--- src/rtl/pipe_hazard_ctrl_pkg.sv ---
// Shared pipeline-control definitions: hazard FSM encoding and register-file
// addressing constants, also used by the forwarding unit.
package pipe_hazard_ctrl_pkg;

    localparam int REG_ADDR_W = 5;
    localparam logic [REG_ADDR_W-1:0] REG_ZERO = '0;

    typedef enum logic [1:0] {
        ST_IDLE = 2'd0,
        ST_WAIT = 2'd1,
        ST_ERR  = 2'd2
    } hz_state_t;

endpackage

--- src/rtl/sat_counter.sv ---
// Saturating up-counter: increments on inc and sticks at all-ones instead of wrapping.
module sat_counter #(
    parameter int CNT_W = 32
) (
    input  logic             clk,
    input  logic             rst,
    input  logic             inc,
    output logic [CNT_W-1:0] count
);

    always_ff @(posedge clk or posedge rst) begin
        if (rst)
            count <= '0;
        else if (inc && (count != {CNT_W{1'b1}}))
            count <= count + CNT_W'(1);
    end

endmodule

--- src/rtl/pipe_hazard_ctrl.sv ---
// Hazard controller for the 5-stage pipeline: stall/bubble generation for the
// pipeline registers, data-memory wait tracking with timeout, and perf counters.
//
//   state | meaning
//   IDLE  | no outstanding data-memory access beyond the current cycle
//   WAIT  | access outstanding, front of pipe frozen until ack or timeout
//   ERR   | memory never answered; pipe frozen until reset
module pipe_hazard_ctrl
    import pipe_hazard_ctrl_pkg::*;
#(
    parameter int TIMEOUT = 256,
    parameter int CNT_W   = 32
) (
    input  logic                  clk,
    input  logic                  rst,
    input  logic [REG_ADDR_W-1:0] i_ID_RegAddrRs,
    input  logic [REG_ADDR_W-1:0] i_ID_RegAddrRt,
    input  logic                  i_ID_UseRs,
    input  logic                  i_ID_UseRt,
    input  logic                  i_EX_MemRead,
    input  logic [REG_ADDR_W-1:0] i_EX_RegAddrW,
    input  logic                  i_EX_BranchTaken,
    input  logic                  i_MEM_Req,
    input  logic                  i_MEM_Ack,
    output logic                  o_PC_stall,
    output logic                  o_IFID_stall,
    output logic                  o_IFID_bubble,
    output logic                  o_IDEX_stall,
    output logic                  o_IDEX_bubble,
    output logic                  o_EXMEM_stall,
    output logic                  o_EXMEM_bubble,
    output logic                  o_MEMWB_stall,
    output logic                  o_MEMWB_bubble,
    output logic                  o_Err,
    output logic [CNT_W-1:0]      o_StallCnt,
    output logic [CNT_W-1:0]      o_FlushCnt
);

    localparam int TMO_W = $clog2(TIMEOUT);
    localparam logic [TMO_W-1:0] TMO_LAST = TMO_W'(TIMEOUT - 1);

    hz_state_t        state_q, state_d;
    logic [TMO_W-1:0] tmo_q;
    logic             mem_wait;
    logic             load_use;
    logic             flush_inc;

    always_ff @(posedge clk or posedge rst) begin
        if (rst) begin
            state_q <= ST_IDLE;
            tmo_q   <= '0;
            o_Err   <= 1'b0;
        end else begin
            state_q <= state_d;
            if (state_q == ST_IDLE && state_d == ST_WAIT)
                tmo_q <= '0;
            else if (state_q == ST_WAIT && state_d == ST_WAIT)
                tmo_q <= tmo_q + TMO_W'(1);
            if (state_q == ST_WAIT && state_d == ST_ERR)
                o_Err <= 1'b1;
        end
    end

    // An ack always wins, even on the cycle the timeout would expire.
    always_comb begin
        state_d  = state_q;
        mem_wait = 1'b0;
        case (state_q)
            ST_IDLE: begin
                if (i_MEM_Req && !i_MEM_Ack) begin
                    state_d  = ST_WAIT;
                    mem_wait = 1'b1;
                end
            end
            ST_WAIT: begin
                if (i_MEM_Ack) begin
                    state_d = ST_IDLE;
                end else begin
                    mem_wait = 1'b1;
                    if (tmo_q == TMO_LAST)
                        state_d = ST_ERR;
                end
            end
            ST_ERR:  mem_wait = 1'b1;
            default: state_d = ST_IDLE;
        endcase
    end

    assign load_use = i_EX_MemRead && (i_EX_RegAddrW != REG_ZERO) &&
                      ((i_ID_UseRs && (i_ID_RegAddrRs == i_EX_RegAddrW)) ||
                       (i_ID_UseRt && (i_ID_RegAddrRt == i_EX_RegAddrW)));

    always_comb begin
        o_PC_stall     = 1'b0;
        o_IFID_stall   = 1'b0;
        o_IFID_bubble  = 1'b0;
        o_IDEX_stall   = 1'b0;
        o_IDEX_bubble  = 1'b0;
        o_EXMEM_stall  = 1'b0;
        o_EXMEM_bubble = 1'b0;
        o_MEMWB_stall  = 1'b0;
        o_MEMWB_bubble = 1'b0;
        if (rst) begin
            o_IFID_bubble  = 1'b1;
            o_IDEX_bubble  = 1'b1;
            o_EXMEM_bubble = 1'b1;
            o_MEMWB_bubble = 1'b1;
        end else if (mem_wait) begin
            o_PC_stall     = 1'b1;
            o_IFID_stall   = 1'b1;
            o_IDEX_stall   = 1'b1;
            o_EXMEM_stall  = 1'b1;
            o_MEMWB_bubble = 1'b1;
        end else if (i_EX_BranchTaken) begin
            o_IFID_bubble  = 1'b1;
            o_IDEX_bubble  = 1'b1;
        end else if (load_use) begin
            o_PC_stall     = 1'b1;
            o_IFID_stall   = 1'b1;
            o_IDEX_bubble  = 1'b1;
        end
    end

    assign flush_inc = !rst && !mem_wait && i_EX_BranchTaken;

    sat_counter #(.CNT_W(CNT_W)) u_stall_cnt (
        .clk   (clk),
        .rst   (rst),
        .inc   (o_PC_stall),
        .count (o_StallCnt)
    );

    sat_counter #(.CNT_W(CNT_W)) u_flush_cnt (
        .clk   (clk),
        .rst   (rst),
        .inc   (flush_inc),
        .count (o_FlushCnt)
    );

endmodule

--- config.mk ---
export PLATFORM = sky130hd
export DESIGN_NAME = pipe_hazard_ctrl
export DESIGN_NICKNAME = d
export VERILOG_FILES = /design/src/rtl/pipe_hazard_ctrl_pkg.sv /design/src/rtl/sat_counter.sv /design/src/rtl/pipe_hazard_ctrl.sv
export SDC_FILE = /design/constraint.sdc
export NUM_CORES = 1
export LEC_CHECK = 0
export BUFFER_PORTS_ARGS = -buffer_cell sky130_fd_sc_hd__buf_2
export CAP_MARGIN = 20
export CORE_MARGIN = 4
export CORE_UTILIZATION = 54
export DETAILED_ROUTE_END_ITERATION = 16
export GPL_TIMING_DRIVEN = 0
export PLACE_DENSITY = 0.87
export SLEW_MARGIN = 0
export SYNTH_ARGS = -nofsm -noshare
export SYNTH_HDL_FRONTEND = slang
export SYNTH_SLANG_ARGS = --single-unit
--- constraint.sdc ---
create_clock -name clk -period 6.1 [get_ports clk]
set_input_delay 1.83 -clock clk [delete_from_list [all_inputs] [get_ports clk]]
set_output_delay 1.83 -clock clk [all_outputs]
set_load 0.1 [all_outputs]
==> results by group <==
Outcome
  – Outcome: finished, final reports clean

Yosys
  – Register area share after synthesis: 46.7%
  – Post-synth ARST share: 100%
  – Post-synth EDFFs: 0
  – Yosys warns: 0
  – Prevailing post-synth register cell: dfrtp_1
  – Yosys cell types: 56
  – Synthesized instance count: 385
  – Synthesized area per cell: 10.4 sq um
  – FF+latch count, synth: 75
  – Syn nets: 411
  – Cell area after synthesis: 4020 sq um

CTS
  – CTS H-Tree Depth: 3
  – CTS tree: yes
  – Worst-case clock buffer depth: 2
  – Clk_lat worst skew: 0.35 ns
  – Num Clock Sinks: 75
  – Post-cts resize count: 0
  – Hold_buf cts: 0
  – Setup Fix Bufs, Post-CTS: 0
  – CTS Root Cell: clkbuf_8
  – Num CTS Buffers: 9
  – Worst-path clk slew: 0.08 ns

Critical path
  – Setup crit end kind: output pin
  – CP bufs+invs: 4
  – Critical Path RT: 4.27 ns
  – CP startpoint kind: input port
  – Crit-path max cell delay: 0.52 ns
  – Worst-path maximum fanout: 10
  – CP max-delay cell: nor2_2
  – Critical path type: input port to output pin
  – Delay-heaviest family, CP: buffers and inverters
  – Crit path top cell by count: buf_2
  – Worst Path Arrival: 3.88 ns
  – CP cell instances: buf_2 -> o21ai_0 -> nand2_1 -> nor2_2 -> buf_2 -> nor2b_2 -> buf_4 -> buf_2

Timing
  – Worst-Margin Slew: 0.890 ns
  – Final setup vio count: 0
  – Setup_tns: 0 ns
  – Endpoints failing hold: 0
  – F_max: 175 MHz
  – Unrepaired setup endpoints after global routing: no
  – Crit path time final: 5.71 ns
  – Setup Skew: 0.00745 ns
  – Period Utilization, post-route: 93.5%
  – Max-slew violations: 0
  – Worst rel slew slack: 40.5%
  – Final hold slack: 0.473 ns

Route
  – Post-route ant nets: 0
  – 1st-pass router iterations: 4
  – DR WL/cell: 15.6 microns
  – Total wire length: 9320 microns
  – Total number of vias: 3303
  – First DRT Iteration DRCs: 186
  – DRC: 0
  – Vias/cell: 5.54

Placed design
  – Detail Placement HPWL: 6910 microns
  – RD Place Congestion: 0.901
  – Placement Cell Area: 4640 sq um
  – PortBufs: 95

Floorplan
  – Die Area: 8890 sq um
  – CORE AREA: 7250 sq um
  – DIE WIDTH: 94.3 microns
  – Initial core utilization: 55.4%
  – Row count: 31
  – Die Height: 94.3 microns
  – I/O pins: 97

Global routing
  – Overflow after GRT: 0
  – GR Util All Layers: 21.8%
  – Initial antenna violation count: 0
  – Global-route wire length before repair: 15300 microns
  – Number of global-route vias before repair: 3214
  – Largest net degree at the start of global routing: 42

Hold path
  – Hold Path Class: flop to flop

Layout
  – Syn-to-layout area delta: 20.0%
  – Layout cell share with drive strength beyond 1: 30.8%
  – Final Cell Area: 4820 sq um
  – Final Util: 66.5%
  – Fillers: 569
  – NumNets Final: 518
  – Ant. Diodes: 0

Pwr
  – Max IR drop VDD: 0.000154 V
  – Tot Pwr: 1380 uW
  – Static Leak: 0.00247 uW
  – Pwr/cell area: 286 nW/um^2

Flow run
  – Max-Cap Viols: 0
==> report_power, final <==
part	internal, uW	total [uW]	switching, uW
combinational	84.9	429	345
sequential	534	594	59.3
clock	159	354	195
total	778	1380	599
==> area by class of cell <==
class,count,area (sq um),area share (%)
Sequential cell,75,1880,38.9
Clock buffer,10,138,2.85
Timing Repair Buffer,96,495,10.3
Inverter,9,37.5,0.778
Clock inverter,6,40.0,0.830
Tap cell,99,124,2.57
Multi-Input combinational cell,290,2030,42.1
Buffer,11,78.8,1.63
==> layer usage <==
metal / wire, microns / part of all wire, % / global-route usage (%) / up-vias
met1: 3980 / 43 / 28.1 / 1615
met4: 123 / 1.3 / 6.86 / 0
met5: 0 / 0 / 0 / -
met3: 476 / 5.1 / 4.65 / 12
li1: - / - / - / 1577
met2: 4740 / 51 / 36.8 / 99
==> metrics by stage <==
stage,worst slack (ns),instances
finish,0.395,596
global route,0.317,596
CTS,0.395,596
detailed placement,0.402,580
global placement,-0.0789,579
floorplan,-0.0689,385
==> synthesized netlist by cell type, drive strengths merged (2+ instances only) <==
library cell,count,area [sq um]
or2,5,33.8
or4,3,26.3
and4,7,66.3
or3,2,12.5
nor3b,2,26.3
nand2,38,150
o21ai,6,30.0
o22ai,2,26.3
nand4,19,131
nor2,29,119
a21o,3,22.5
inv,9,33.8
a22o,8,70.1
nor4b,4,68.8
xor2,40,350
dfrtp,75,1880
nor4,11,68.8
xnor2,32,280
a31oi,2,12.5
mux2,3,33.8
nand3,28,153
nor3,19,120
ha,3,37.5
and2,2,12.5
buf,10,75.1
and3,8,50.1
==> path summary, 6_finish.rpt <==
check | start | endpoint | slack, ns | depth (start not counted)
worst min register to register | o_Err | o_Err | 0.47 | 1
min in group asynchronous | rst | u_flush_cnt.count[17] | 1.73 | 2
max in group asynchronous | rst | u_stall_cnt.count[3] | 3.70 | 3
worst min-delay path | o_Err | o_Err | 0.47 | 1
worst max-delay path | i_MEM_Req | o_PC_stall | 0.39 | 8
worst max register to register | state_q[0] | u_stall_cnt.count[13] | 3.81 | 6
==> state kept, by name, summed over array words and instances (netlist names) <==
name,count
u_flush_cnt.count,32
u_stall_cnt.count,32
tmo_q,8
state_q,2
o_Err,1
==> cell families (layout without fill, tap and decap cells) <==
kind of cell,after synthesis,count (layout),synth area share [%]
compound gates,29,29,6.16
xor+xnor,72,72,15.7
fa+ha+maj,3,3,0.934
buf+inv,20,132,2.80
flops,75,75,46.7
mux,4,4,1.09
other cells,1,1,0.0933
simple gates,181,181,26.5
==> layout by cell type (no fill, tap or decap), types with 3 or more instances in the layout <==
cell type / count
nand3_1: 27
a21o_1: 3
and4_1: 5
and3_1: 8
xnor2_1: 32
ha_1: 3
nor2_1: 27
nor4_1: 11
xor2_1: 40
inv_1: 8
clkinv_2: 3
nand4_1: 17
dfrtp_1: 75
nor3_1: 14
mux2_2: 3
nor4b_2: 3
o21ai_0: 5
nand2_1: 37
nor3_2: 5
buf_4: 5
buf_2: 98
a22o_1: 8
clkbuf_8: 10
No activity file was read; power rests on OpenSTA's default activity.
